--- config.mk ---
export PLATFORM = sky130hd
export DESIGN_NAME = mitch_trunc_pipe_flat
export DESIGN_NICKNAME = d
export VERILOG_FILES = /design/src/rtl/mitch_trunc_pipe_if.sv /design/src/rtl/mitch_trunc_pipe.sv /design/src/flat_wrapper.sv
export SDC_FILE = /design/constraint.sdc
export NUM_CORES = 1
export LEC_CHECK = 0
export ABC_AREA = 1
export CAP_MARGIN = 20
export CELL_PAD_IN_SITES_DETAIL_PLACEMENT = 1
export CELL_PAD_IN_SITES_GLOBAL_PLACEMENT = 1
export CORE_UTILIZATION = 41
export CTS_CLUSTER_DIAMETER = 200
export DETAILED_ROUTE_END_ITERATION = 10
export PLACE_DENSITY = 0.87
export SYNTH_ARGS = -nofsm -noshare
export SYNTH_HDL_FRONTEND = slang
export SYNTH_SLANG_ARGS = --single-unit
--- constraint.sdc ---
create_clock -name clk -period 2.75 [get_ports clk]
set_input_delay 0.55 -clock clk [delete_from_list [all_inputs] [get_ports clk]]
set_output_delay 0.55 -clock clk [all_outputs]
set_load 0.1 [all_outputs]
--- src/rtl/mitch_trunc_pipe_if.sv ---
// Operand/result handshake bundle for the pipelined truncated Mitchell multiplier.
// The producer/consumer side uses the master modport and the multiplier uses the slave modport.
interface mitch_trunc_pipe_if #(
    parameter int N     = 8,
    parameter int TAG_W = 4
);
    logic               in_valid;
    logic               in_ready;
    logic [N-1:0]       x;
    logic [N-1:0]       y;
    logic [TAG_W-1:0]   in_tag;
    logic               out_valid;
    logic               out_ready;
    logic [2*N-1:0]     p;
    logic [TAG_W-1:0]   out_tag;

    modport master (
        output in_valid, x, y, in_tag, out_ready,
        input  in_ready, out_valid, p, out_tag
    );

    modport slave (
        input  in_valid, x, y, in_tag, out_ready,
        output in_ready, out_valid, p, out_tag
    );
endinterface

--- src/rtl/mitch_trunc_pipe.sv ---
// Three-stage valid/ready pipelined signed Mitchell log multiplier with truncated fractions.
// The stages are: S1 magnitude and log, S2 log add, S3 antilog and sign. S3 holds the output.
module mitch_trunc_pipe #(
    parameter int N     = 8,
    parameter int W     = 5,
    parameter int TAG_W = 4
) (
    input  logic               clk,
    input  logic               rst_n,
    mitch_trunc_pipe_if.slave  bus
);
    localparam int KW = $clog2(N);
    localparam int FW = W - 1;
    localparam int PW = 2 * N;
    localparam logic [N-1:0]  ONE_N  = N'(1);
    localparam logic [PW-1:0] ONE_P  = PW'(1);
    localparam logic [KW:0]   FW_K   = (KW+1)'(FW);

    function automatic logic [KW-1:0] lead_one(input logic [N-1:0] a);
        logic [KW-1:0] k;
        k = '0;
        for (int i = 0; i < N; i++) begin
            if (a[i]) k = KW'(i);
        end
        return k;
    endfunction

    // Normalise so the leading one sits at bit N-1; the fraction is what follows it.
    function automatic logic [FW-1:0] frac_of(input logic [N-1:0] a, input logic [KW-1:0] k);
        logic [N-1:0] n;
        n = a << (KW'(N-1) - k);
        return n[N-2 -: FW];
    endfunction

    logic               s1_valid, s2_valid, s3_valid;
    logic               adv1, adv2, adv3, in_fire;

    logic [KW-1:0]      s1_kx, s1_ky;
    logic [FW-1:0]      s1_fx, s1_fy;
    logic               s1_sp, s1_z;
    logic [TAG_W-1:0]   s1_tag;

    logic [KW:0]        s2_k;
    logic [FW-1:0]      s2_f;
    logic               s2_sp, s2_z;
    logic [TAG_W-1:0]   s2_tag;

    logic [PW-1:0]      s3_p;
    logic [TAG_W-1:0]   s3_tag;

    logic [N-1:0]       ax, ay;
    logic [W-1:0]       f_sum;
    logic [KW:0]        k_sum;
    logic [PW-1:0]      m_ext, mag, p_c;

    assign adv3    = ~s3_valid | bus.out_ready;
    assign adv2    = ~s2_valid | adv3;
    assign adv1    = ~s1_valid | adv2;
    assign in_fire = bus.in_valid & adv1;

    // Exact magnitudes: the most negative operand maps to 2^(N-1), which still fits unsigned.
    always_comb begin
        ax = bus.x[N-1] ? (~bus.x + ONE_N) : bus.x;
        ay = bus.y[N-1] ? (~bus.y + ONE_N) : bus.y;
    end

    always_comb begin
        f_sum = {1'b0, s1_fx} + {1'b0, s1_fy};
        k_sum = (KW+1)'(s1_kx) + (KW+1)'(s1_ky) + (KW+1)'(f_sum[FW]);
    end

    always_comb begin
        m_ext = PW'({1'b1, s2_f});
        if (s2_k >= FW_K) begin
            mag = m_ext << (s2_k - FW_K);
        end else begin
            mag = m_ext >> (FW_K - s2_k);
        end
        p_c = '0;
        if (!s2_z) begin
            p_c = s2_sp ? (~mag + ONE_P) : mag;
        end
    end

    always_ff @(posedge clk or negedge rst_n) begin
        if (!rst_n) begin
            s1_valid <= 1'b0;
            s1_kx    <= '0;
            s1_ky    <= '0;
            s1_fx    <= '0;
            s1_fy    <= '0;
            s1_sp    <= 1'b0;
            s1_z     <= 1'b0;
            s1_tag   <= '0;
        end else if (adv1) begin
            s1_valid <= in_fire;
            if (in_fire) begin
                s1_kx  <= lead_one(ax);
                s1_ky  <= lead_one(ay);
                s1_fx  <= frac_of(ax, lead_one(ax));
                s1_fy  <= frac_of(ay, lead_one(ay));
                s1_sp  <= bus.x[N-1] ^ bus.y[N-1];
                s1_z   <= (ax == '0) | (ay == '0);
                s1_tag <= bus.in_tag;
            end
        end
    end

    always_ff @(posedge clk or negedge rst_n) begin
        if (!rst_n) begin
            s2_valid <= 1'b0;
            s2_k     <= '0;
            s2_f     <= '0;
            s2_sp    <= 1'b0;
            s2_z     <= 1'b0;
            s2_tag   <= '0;
        end else if (adv2) begin
            s2_valid <= s1_valid;
            if (s1_valid) begin
                s2_k   <= k_sum;
                s2_f   <= f_sum[FW-1:0];
                s2_sp  <= s1_sp;
                s2_z   <= s1_z;
                s2_tag <= s1_tag;
            end
        end
    end

    // p and out_tag only change when a new result moves in, so a stalled output holds.
    always_ff @(posedge clk or negedge rst_n) begin
        if (!rst_n) begin
            s3_valid <= 1'b0;
            s3_p     <= '0;
            s3_tag   <= '0;
        end else if (adv3) begin
            s3_valid <= s2_valid;
            if (s2_valid) begin
                s3_p   <= p_c;
                s3_tag <= s2_tag;
            end
        end
    end

    assign bus.in_ready  = adv1;
    assign bus.out_valid = s3_valid;
    assign bus.p         = s3_p;
    assign bus.out_tag   = s3_tag;
endmodule
--- src/flat_wrapper.sv ---
// flat-port wrapper written by rule: the top's interface ports become plain ports
module mitch_trunc_pipe_flat 
#(
    parameter int N     = 8,
    parameter int W     = 5,
    parameter int TAG_W = 4
)
  (clk, rst_n, bus_in_valid, bus_x, bus_y, bus_in_tag, bus_out_ready, bus_in_ready, bus_out_valid, bus_p, bus_out_tag);
  mitch_trunc_pipe_if #(.N(N), .TAG_W(TAG_W)) bus_i ();
  input  logic clk;
  input  logic rst_n;
  input wire logic [$bits(bus_i.in_valid)-1:0] bus_in_valid;
  input wire logic [$bits(bus_i.x)-1:0] bus_x;
  input wire logic [$bits(bus_i.y)-1:0] bus_y;
  input wire logic [$bits(bus_i.in_tag)-1:0] bus_in_tag;
  input wire logic [$bits(bus_i.out_ready)-1:0] bus_out_ready;
  output wire logic [$bits(bus_i.in_ready)-1:0] bus_in_ready;
  output wire logic [$bits(bus_i.out_valid)-1:0] bus_out_valid;
  output wire logic [$bits(bus_i.p)-1:0] bus_p;
  output wire logic [$bits(bus_i.out_tag)-1:0] bus_out_tag;
  assign bus_i.in_valid = bus_in_valid;
  assign bus_i.x = bus_x;
  assign bus_i.y = bus_y;
  assign bus_i.in_tag = bus_in_tag;
  assign bus_i.out_ready = bus_out_ready;
  assign bus_in_ready = bus_i.in_ready;
  assign bus_out_valid = bus_i.out_valid;
  assign bus_p = bus_i.p;
  assign bus_out_tag = bus_i.out_tag;
  mitch_trunc_pipe #(.N(N), .W(W), .TAG_W(TAG_W)) u_core (.clk(clk), .rst_n(rst_n), .bus(bus_i));
endmodule
* Word level (Yosys, flattened, before mapping)
Index checks and enable logic that the tools add are counted.
** Storage, ports and cells
- Bits in registers :: 57
- Input bits :: 24
- Output and inout bits :: 22
** Cells by class
- $add $sub $neg :: 10
- Magnitude comparators :: 1
- Shift-type cells :: 4
- Multiplexer cells :: 23
- Bitwise logic cells :: 12
- Reduce and logical (&&, ||, !) cells :: 5
** Operator list (count)
- two-way mux 16 bit :: 3
- two-way mux 3 bit :: 12
- adder 16 x 1 -> 16 bit, second input constant :: 1
- adder 8 x 1 -> 8 bit, second input constant :: 2
- logical NOT 8 bit :: 2
- two-way mux 8 bit :: 2
- NOT 16 bit :: 1
- NOT 8 bit :: 2
- left shift 5 x 4 -> 16 bit :: 1
- left shift 8 x 3 -> 7 bit :: 2
- right shift 5 x 4 -> 16 bit :: 1
- two-way mux 2 bit :: 4
- AND reduction 2 bit :: 3
- subtractor 3 bit, first input constant :: 2
- adder 4 x 4 -> 5 bit :: 1
- adder 3 x 3 -> 4 bit :: 1
- adder 4 x 1 -> 4 bit :: 1
- greater-or-equal comparator 4 x 3 -> 1 bit, second input constant :: 1
- OR 1 bit :: 4
- subtractor 3 x 4 -> 4 bit, first input constant :: 1
- subtractor 4 x 3 -> 4 bit, second input constant :: 1
- NOT 1 bit :: 3
- two-way mux 1 bit :: 2
- AND 1 bit :: 1
- bitwise XOR 1 bit :: 1

* Depth between registers and ports, before layout
Gate-level depths: netlist of the first run.
- Word-level depth :: 14
- Gate-level depth with buffers :: 20
- Gate-level depth less buffers :: 19

* Worst setup path before layout of the first run
OpenSTA, ideal clock, no wires.
- Path type :: register to register
- From :: register u_core.s3_valid, in the netlist u_core.bus.out_valid
- To :: register u_core.s1_fx[2]
- Setup time :: 0.129 ns
- Data arrival time :: 2.684 ns
- Slack :: -0.062 ns
- Cell stages (with the launch flop) :: 9
- Buffers on the path :: 1
- Clock period less this slack :: 2.812 ns
- Cell sequence :: dfrtp_1 -> nand2_1 -> nor2_1 -> nand2_1 -> nand2_1 -> clkbuf_1 -> nor2_1 -> nand3_1 -> nand3_1
** Between the ends
- Cells in the longest elaborated chain, start to end :: 6
** RTL lines
- from (decl) :: RTL line mitch_trunc_pipe.sv:35 : logic s1_valid, s2_valid, s3_valid;
- from (signal assigned) :: RTL line mitch_trunc_pipe.sv:136 : s3_valid <= s2_valid;
- NOT 1 bit (*) :: RTL line mitch_trunc_pipe.sv:56 : assign adv3 = ~s3_valid | bus.out_ready;
- OR 1 bit (*) :: RTL line mitch_trunc_pipe.sv:56
- OR 1 bit (*) :: RTL line mitch_trunc_pipe.sv:57 : assign adv2 = ~s2_valid | adv3;
- OR 1 bit (*) :: RTL line mitch_trunc_pipe.sv:58 : assign adv1 = ~s1_valid | adv2;
- via bus_in_ready :: RTL line flat_wrapper.sv:17 : output wire logic [$bits(bus_i.in_ready)-1:0] bus_in_ready;
- AND 1 bit :: RTL line mitch_trunc_pipe.sv:59 : assign in_fire = bus.in_valid & adv1;
- AND reduction 2 bit (no line) (*)
- to (signal assigned) :: RTL line mitch_trunc_pipe.sv:100 : s1_fx <= frac_of(ax, lead_one(ax));
- to (decl) :: RTL line mitch_trunc_pipe.sv:39 : logic [FW-1:0] s1_fx, s1_fy;
The timed path passes the listed nets; every way through them passes the cells marked *.
A chain may end at the register's enable or synchronous reset.

* Worst setup path after layout of the first run
- From :: register u_core.s1_fy[0]
- To :: register u_core.s2_k[2]
** Between the ends
- Cells in the longest elaborated chain, start to end :: 2
** RTL lines
- from (decl) :: RTL line mitch_trunc_pipe.sv:39
- from (signal assigned) :: RTL line mitch_trunc_pipe.sv:101 : s1_fy <= frac_of(ay, lead_one(ay));
- adder 4 x 4 -> 5 bit :: RTL line mitch_trunc_pipe.sv:68 : f_sum = {1'b0, s1_fx} + {1'b0, s1_fy};
- adder 4 x 1 -> 4 bit :: RTL line mitch_trunc_pipe.sv:69 : k_sum = (KW+1)'(s1_kx) + (KW+1)'(s1_ky) + (KW+1)'(f_sum[FW]);
- to (signal assigned) :: RTL line mitch_trunc_pipe.sv:120 : s2_k <= k_sum;
- to (decl) :: RTL line mitch_trunc_pipe.sv:43 : logic [KW:0] s2_k;
No other way between the ends.

==> run summary, run 1 <==
Die area - 10900 µm²
Slew margin rel. - 0.503
Die Height - 104 µm
Remaining Overflow, GRT - 0
Wire length per cell - 15.4 µm
Ant. Diodes - 0
Post-DP HPWL - 9920 µm
Max Freq - 401 MHz
Layout cells sized above 1 - 0.156
Routed wire length - 12800 µm
RSZ-0062 raised after global routing - no
Dominant cells by area after synthesis - dfrtp_1 33%, nand2_1 20%, nand3_1 10%
Clk_skew - 19.7 ps
Initial DRC Count - 151
Tot Pwr - 6.58 mW
Worst hold slack - 343 ps
Antenna violations before repair - 0
Slew Viols, Final - 0
CP max FO - 2
Die width - 104 µm
# setup viols final - 0
Dominant cell type by area after synthesis - dfrtp_1
Startpoint Class - flop
DR pass1 iterations - 4
Vias - 4389
CTS tree - built
Status - complete, no violations
Reg clk slew, reported paths - 60 ps
#FFs+latches synth - 57
Cts hold-fix bufs - 0
Detail Route Antenna Nets - 0
CP Capture Type - flop
Clock root buffer - clkbuf_8
Initial Util - 0.421
LEAKAGE - 2.72 nW
IO Pins - 46
Fin crit share - 0.906
Post-layout minimum cycle time - 2490 ps
DR vias/cell - 5.26
Post-CTS Setup Inserts - 0
Syn nets - 676
FP Rows - 37
Slew of the pin with the lowest slew margin - 746 ps
Post-synth top area share - 0.331
CORE AREA - 10200 µm²
Vias in the first global route - 4665
Gr usage total - 0.252
Clock Sinks - 57
Final Hold Fails - 0
DRC violations left - 0
Critical path class - flop to flop
Nets - 733
H-Tree Depth - 3
Cell area after synthesis - 4310 µm²
DP Worst Slack - -21.8 ps
RD Place Congestion - 0.863
Syn Area/Cell - 6.77 µm²
Number of fill cells - 1357
MaxCap Viol Count - 0
PD cells - 1280 nW/µm²
Dpl cells - 818
Largest net degree at the start of global routing - 58
CTS Buffer Depth - 2
Area delta synth->final - 18.9%
Cts bufs inserted - 9
Cells after synthesis - 636
Data required, critical path - 2970 ps
Buffers on Ports - 45
Post-synthesis sequential area ratio - 0.331
Final Non-Filler Cells - 834
Hold WC Path Type - primary input to async pin
Peak VDD IR - 0.701 mV
WP data arrival - 2710 ps
Later-pin clock latency in the skew report - 360 ps
Sum Neg Setup Slack - 0 ps
Post-CTS sizing - 0
First-pass GRT wire length - 22100 µm
Syn. warnings - 0
Distinct cells, synth - 39
Final setup margin - 258 ps
-- layout make-up --
type | instances | area, µm² | share of cell area
multi-input cells | 489 | 2510 | 0.489
flip-flops and latches | 57 | 1430 | 0.279
repair buffers | 61 | 523 | 0.102
clock buffers | 10 | 138 | 0.0269
clock inverters | 6 | 67.6 | 0.0132
inverters | 75 | 289 | 0.0564
well taps | 136 | 170 | 0.0332
-- cell families after synthesis --
logic type / share of synthesized area
mux: 0.00262
simple gates: 0.430
buf+inv: 0.0866
compound gates: 0.0776
flops: 0.331
xor+xnor: 0.0201
fa+ha+maj: 0.0517
-- synthesized netlist by cell type, drive strengths merged --
library cell	number
o211ai	1
o21ai	43
buf	7
mux2	1
a21oi	12
or2	1
nand3	95
ha	13
inv	75
nand4	11
nor2	46
a31oi	4
fa	3
clkbuf	8
nor3	3
xor2	5
nand2	243
xnor2	4
nand3b	3
dfrtp	57
o21bai	1
-- path summary, 6_finish.rpt --
check / start / end / slack (ps) / cells past startpoint
max in group asynchronous: rst_n / u_core.bus.out_valid / 1870 / 2
hold reg to reg: u_core.bus.p[13] / u_core.bus.p[13] / 490 / 2
setup reg to reg: u_core.s1_fy[0] / u_core.s2_k[2] / 260 / 8
min in group clk: u_core.bus.p[13] / u_core.bus.p[13] / 490 / 2
hold / removal: rst_n / u_core.s2_f[1] / 340 / 2
setup / recovery: u_core.s1_fy[0] / u_core.s2_k[2] / 260 / 8
-- state kept, by name (all words and copies together) (netlist names) --
name	cells
u_core.s2_tag	4
u_core.s1_fy	4
u_core.bus.out_tag	4
u_core.s1_sp	1
u_core.s1_tag	4
u_core.s1_z	1
u_core.s1_fx	4
u_core.s2_f	4
u_core.s1_kx	3
u_core.s2_k	4
u_core.s2_z	1
u_core.s2_sp	1
u_core.bus.out_valid	1
u_core.bus.p	16
u_core.s1_valid	1
u_core.s1_ky	3
u_core.s2_valid	1
-- per-stage QoR --
step,instance area (µm²),util
floorplan,4310,-
global placement,4920,0.480
detailed placement,4920,0.480
CTS,5120,0.501
global route,5120,0.501
finish,5120,0.501
-- layer usage --
layer / track usage / vias to the layer above / share of wire
li1: - / 2150 / -
met1: 0.297 / 2150 / 0.43
met2: 0.467 / 69 / 0.53
met3: 0.0388 / 20 / 0.025
met4: 0.0724 / 0 / 0.018
met5: 0 / - / 0
-- power breakdown --
| part | leakage (nW) | total [mW] | switching [mW] | internal, mW |
|---|---|---|---|---|
| Combinational | 1.91 | 4.40 | 3.12 | 1.29 |
| Sequential | 0.709 | 1.35 | 0.237 | 1.11 |
| Clock | 0.0985 | 0.827 | 0.383 | 0.444 |
-- placed cells by master, fill, tap and decap left out, types with 2 or more instances in the layout --
master	instances
nand2_1	224
nand3_1	87
inv_1	67
dfrtp_1	56
buf_4	37
o21ai_0	34
nor2_1	34
clkdlybuf4s50_1	22
ha_1	13
nand2_2	12
a21oi_1	11
nand4_1	11
nor2_2	10
clkbuf_8	10
nand2_4	7
nand3_2	7
o21ai_1	7
inv_2	6
xor2_1	4
a31oi_1	4
xnor2_1	4
nor3_1	3
nand3b_1	3
fa_1	3
o21ai_2	2
clkinvlp_4	2
clkinv_4	2
-- critical path, stage by stage, from the launching register on --
cell	delay, ps
dfrtp_1	400
ha_1	230
fa_1	400
a21oi_1	190
o21bai_1	90
fa_1	410
fa_1	390
xnor2_1	160
o21ai_0	100
(Power assumes the default switching activity.)
==> run 2: changes to the inputs <==
- CELL_PAD_IN_SITES_DETAIL_PLACEMENT: 1 -> not set
- CELL_PAD_IN_SITES_GLOBAL_PLACEMENT: 1 -> not set
- CORE_UTILIZATION: 41 -> 58
- HOLD_SLACK_MARGIN: not set -> 0.15
- PLACE_DENSITY: 0.87 -> 0.88
==> run 2 against run 1 <==
Worst hold slack worse by 160 ps. Flip-flop and latch count stayed put. Via count is 3.5% lower. Fmax is 0.58% lower. Critical path type unchanged. Largest cell class unchanged. Largest power group unchanged.
==> run summary, run 2 (synthesis gave the netlist of run 1 again) <==
Buffers on Ports - 45
Later-pin clock latency in the skew report - 340 ps
Sw power - 3.55 mW
Multi-input gate area - 2510 µm²
Dpl cells - 780
Number of flip-flops in the largest register - 16
Nets - 732
Slew Viols, Final - 0
Vias - 4234
Post-layout minimum cycle time - 2510 ps
Critical path class - flop to flop
Routed wire length - 10100 µm
Number of fill cells - 625
Cts bufs inserted - 9
Wire length per cell - 12.6 µm
Seq pwr share - 0.210
Die width - 88.2 µm
Post-DP HPWL - 7810 µm
Max Freq - 399 MHz
Tot Pwr - 6.44 mW
MaxCap Viol Count - 0
Fin crit share - 0.911
Peak VDD IR - 0.594 mV
# setup viols final - 0
IO Pins - 46
Worst path max stage delay - 410 ps
Most frequent cells in the layout - 224 x nand2_1, 87 x nand3_1, 67 x inv_1, 55 x dfrtp_1, 36 x buf_4
Register area - 1430 µm²
Post-DP Area - 4860 µm²
Worst hold slack - 180 ps
Delay-heaviest family, CP - adder cells
Sum Neg Setup Slack - 0 ps
WP data arrival - 2720 ps
Die Height - 88.2 µm
CTS tree - built
Detail Route Antenna Nets - 0
Die area - 7770 µm²
Initial DRC Count - 192
Clock root buffer - clkbuf_8
Critical path launch point - u_core.s1_fy[0]
Vias in the first global route - 3991
LEAKAGE - 2.72 nW
Layout cells sized above 1 - 0.156
Largest net degree at the start of global routing - 24
Reg clk slew, reported paths - 80 ps
RSZ-0062 raised after global routing - no
FP Rows - 31
Worst R2R Start - u_core.s1_fy[0]
Clock Sinks - 57
Slew of the pin with the lowest slew margin - 596 ps
CP max stage cell - fa_1
Clock power frac - 0.138
Sw Share - 0.552
Antenna violations before repair - 0
DRC violations left - 0
RD Place Congestion - 0.923
Slew margin rel. - 0.603
CTS Buffer Depth - 2
Final Non-Filler Cells - 796
Status - complete, no violations
Comb power frac - 0.652
Startpoint Class - flop
CORE AREA - 7210 µm²
Hold WC Path Type - primary input to async pin
Data required, critical path - 2970 ps
Ant. Diodes - 0
Most used cell, CP - fa_1
CP cell instances - ha_1 > fa_1 > a21oi_1 > o21bai_1 > fa_1 > fa_1 > xnor2_1 > o21ai_0
CP Capture Type - flop
CP max FO - 2
Remaining Overflow, GRT - 0
DR vias/cell - 5.32
PD cells - 1260 nW/µm²
Int Pwr - 2.89 mW
First-pass GRT wire length - 17100 µm
Final Hold Fails - 0
Post-CTS Setup Inserts - 0
Clk_skew - 10.2 ps
Area delta synth->final - 18.3%
Gr usage total - 0.284
H-Tree Depth - 3
Design Area, Final - 5090 µm²
DR pass1 iterations - 5
Initial Util - 0.597
Worst Path Buf+Inv - 0
Commonest non-fill, non-tap cell in the layout - nand2_1
## run 2: layout make-up
type	instances	share of cell area
Multi-Input combinational cell	489	0.492
Sequential cell	57	0.281
Timing Repair Buffer	60	0.101
Inverter	75	0.0568
Clock buffer	9	0.0243
Tap cell	99	0.0243
Clock inverter	7	0.0204
## run 2: per-layer routing
metal	vias to the layer above	track usage	wire length [µm]
met1	1917	0.341	4360
met3	29	0.0631	453
li1	2159	-	-
met2	129	0.483	5000
met4	0	0.136	245
met5	-	0	0
## run 2: worst paths after layout
kind	endpoint	slack, ps	depth (start not counted)
min reg2reg	u_core.bus.out_valid	480	2
min in group clk	u_core.bus.out_valid	480	2
min	u_core.s2_z	180	1
max reg2reg	u_core.s2_k[2]	240	8
max	u_core.s2_k[2]	240	8
max in group asynchronous	u_core.s1_sp	1990	2
## run 2: what timing repair did
item                                    4_1_cts  5_1_grt
resized for setup                             0        1
hold buffers                                  0        0
endpoints found under the setup margin        0        1
## run 2: power groups by stage
stage	logic (mW)	registers, mW	clock network [mW]
after floorplan	2.60	2.05	0
after global placement	4.03	1.34	0
after detailed placement	4.14	1.36	0
after CTS	4.17	1.34	0.905
after global routing	4.68	1.38	0.943
final	4.19	1.35	0.890
## run 2: through the flow
step | util | setup WS, ps
after floorplan | - | 231
after global placement | 0.674 | 119
after detailed placement | 0.674 | 64.5
after CTS | 0.706 | 256
after global routing | 0.706 | 74.2
final | 0.706 | 243
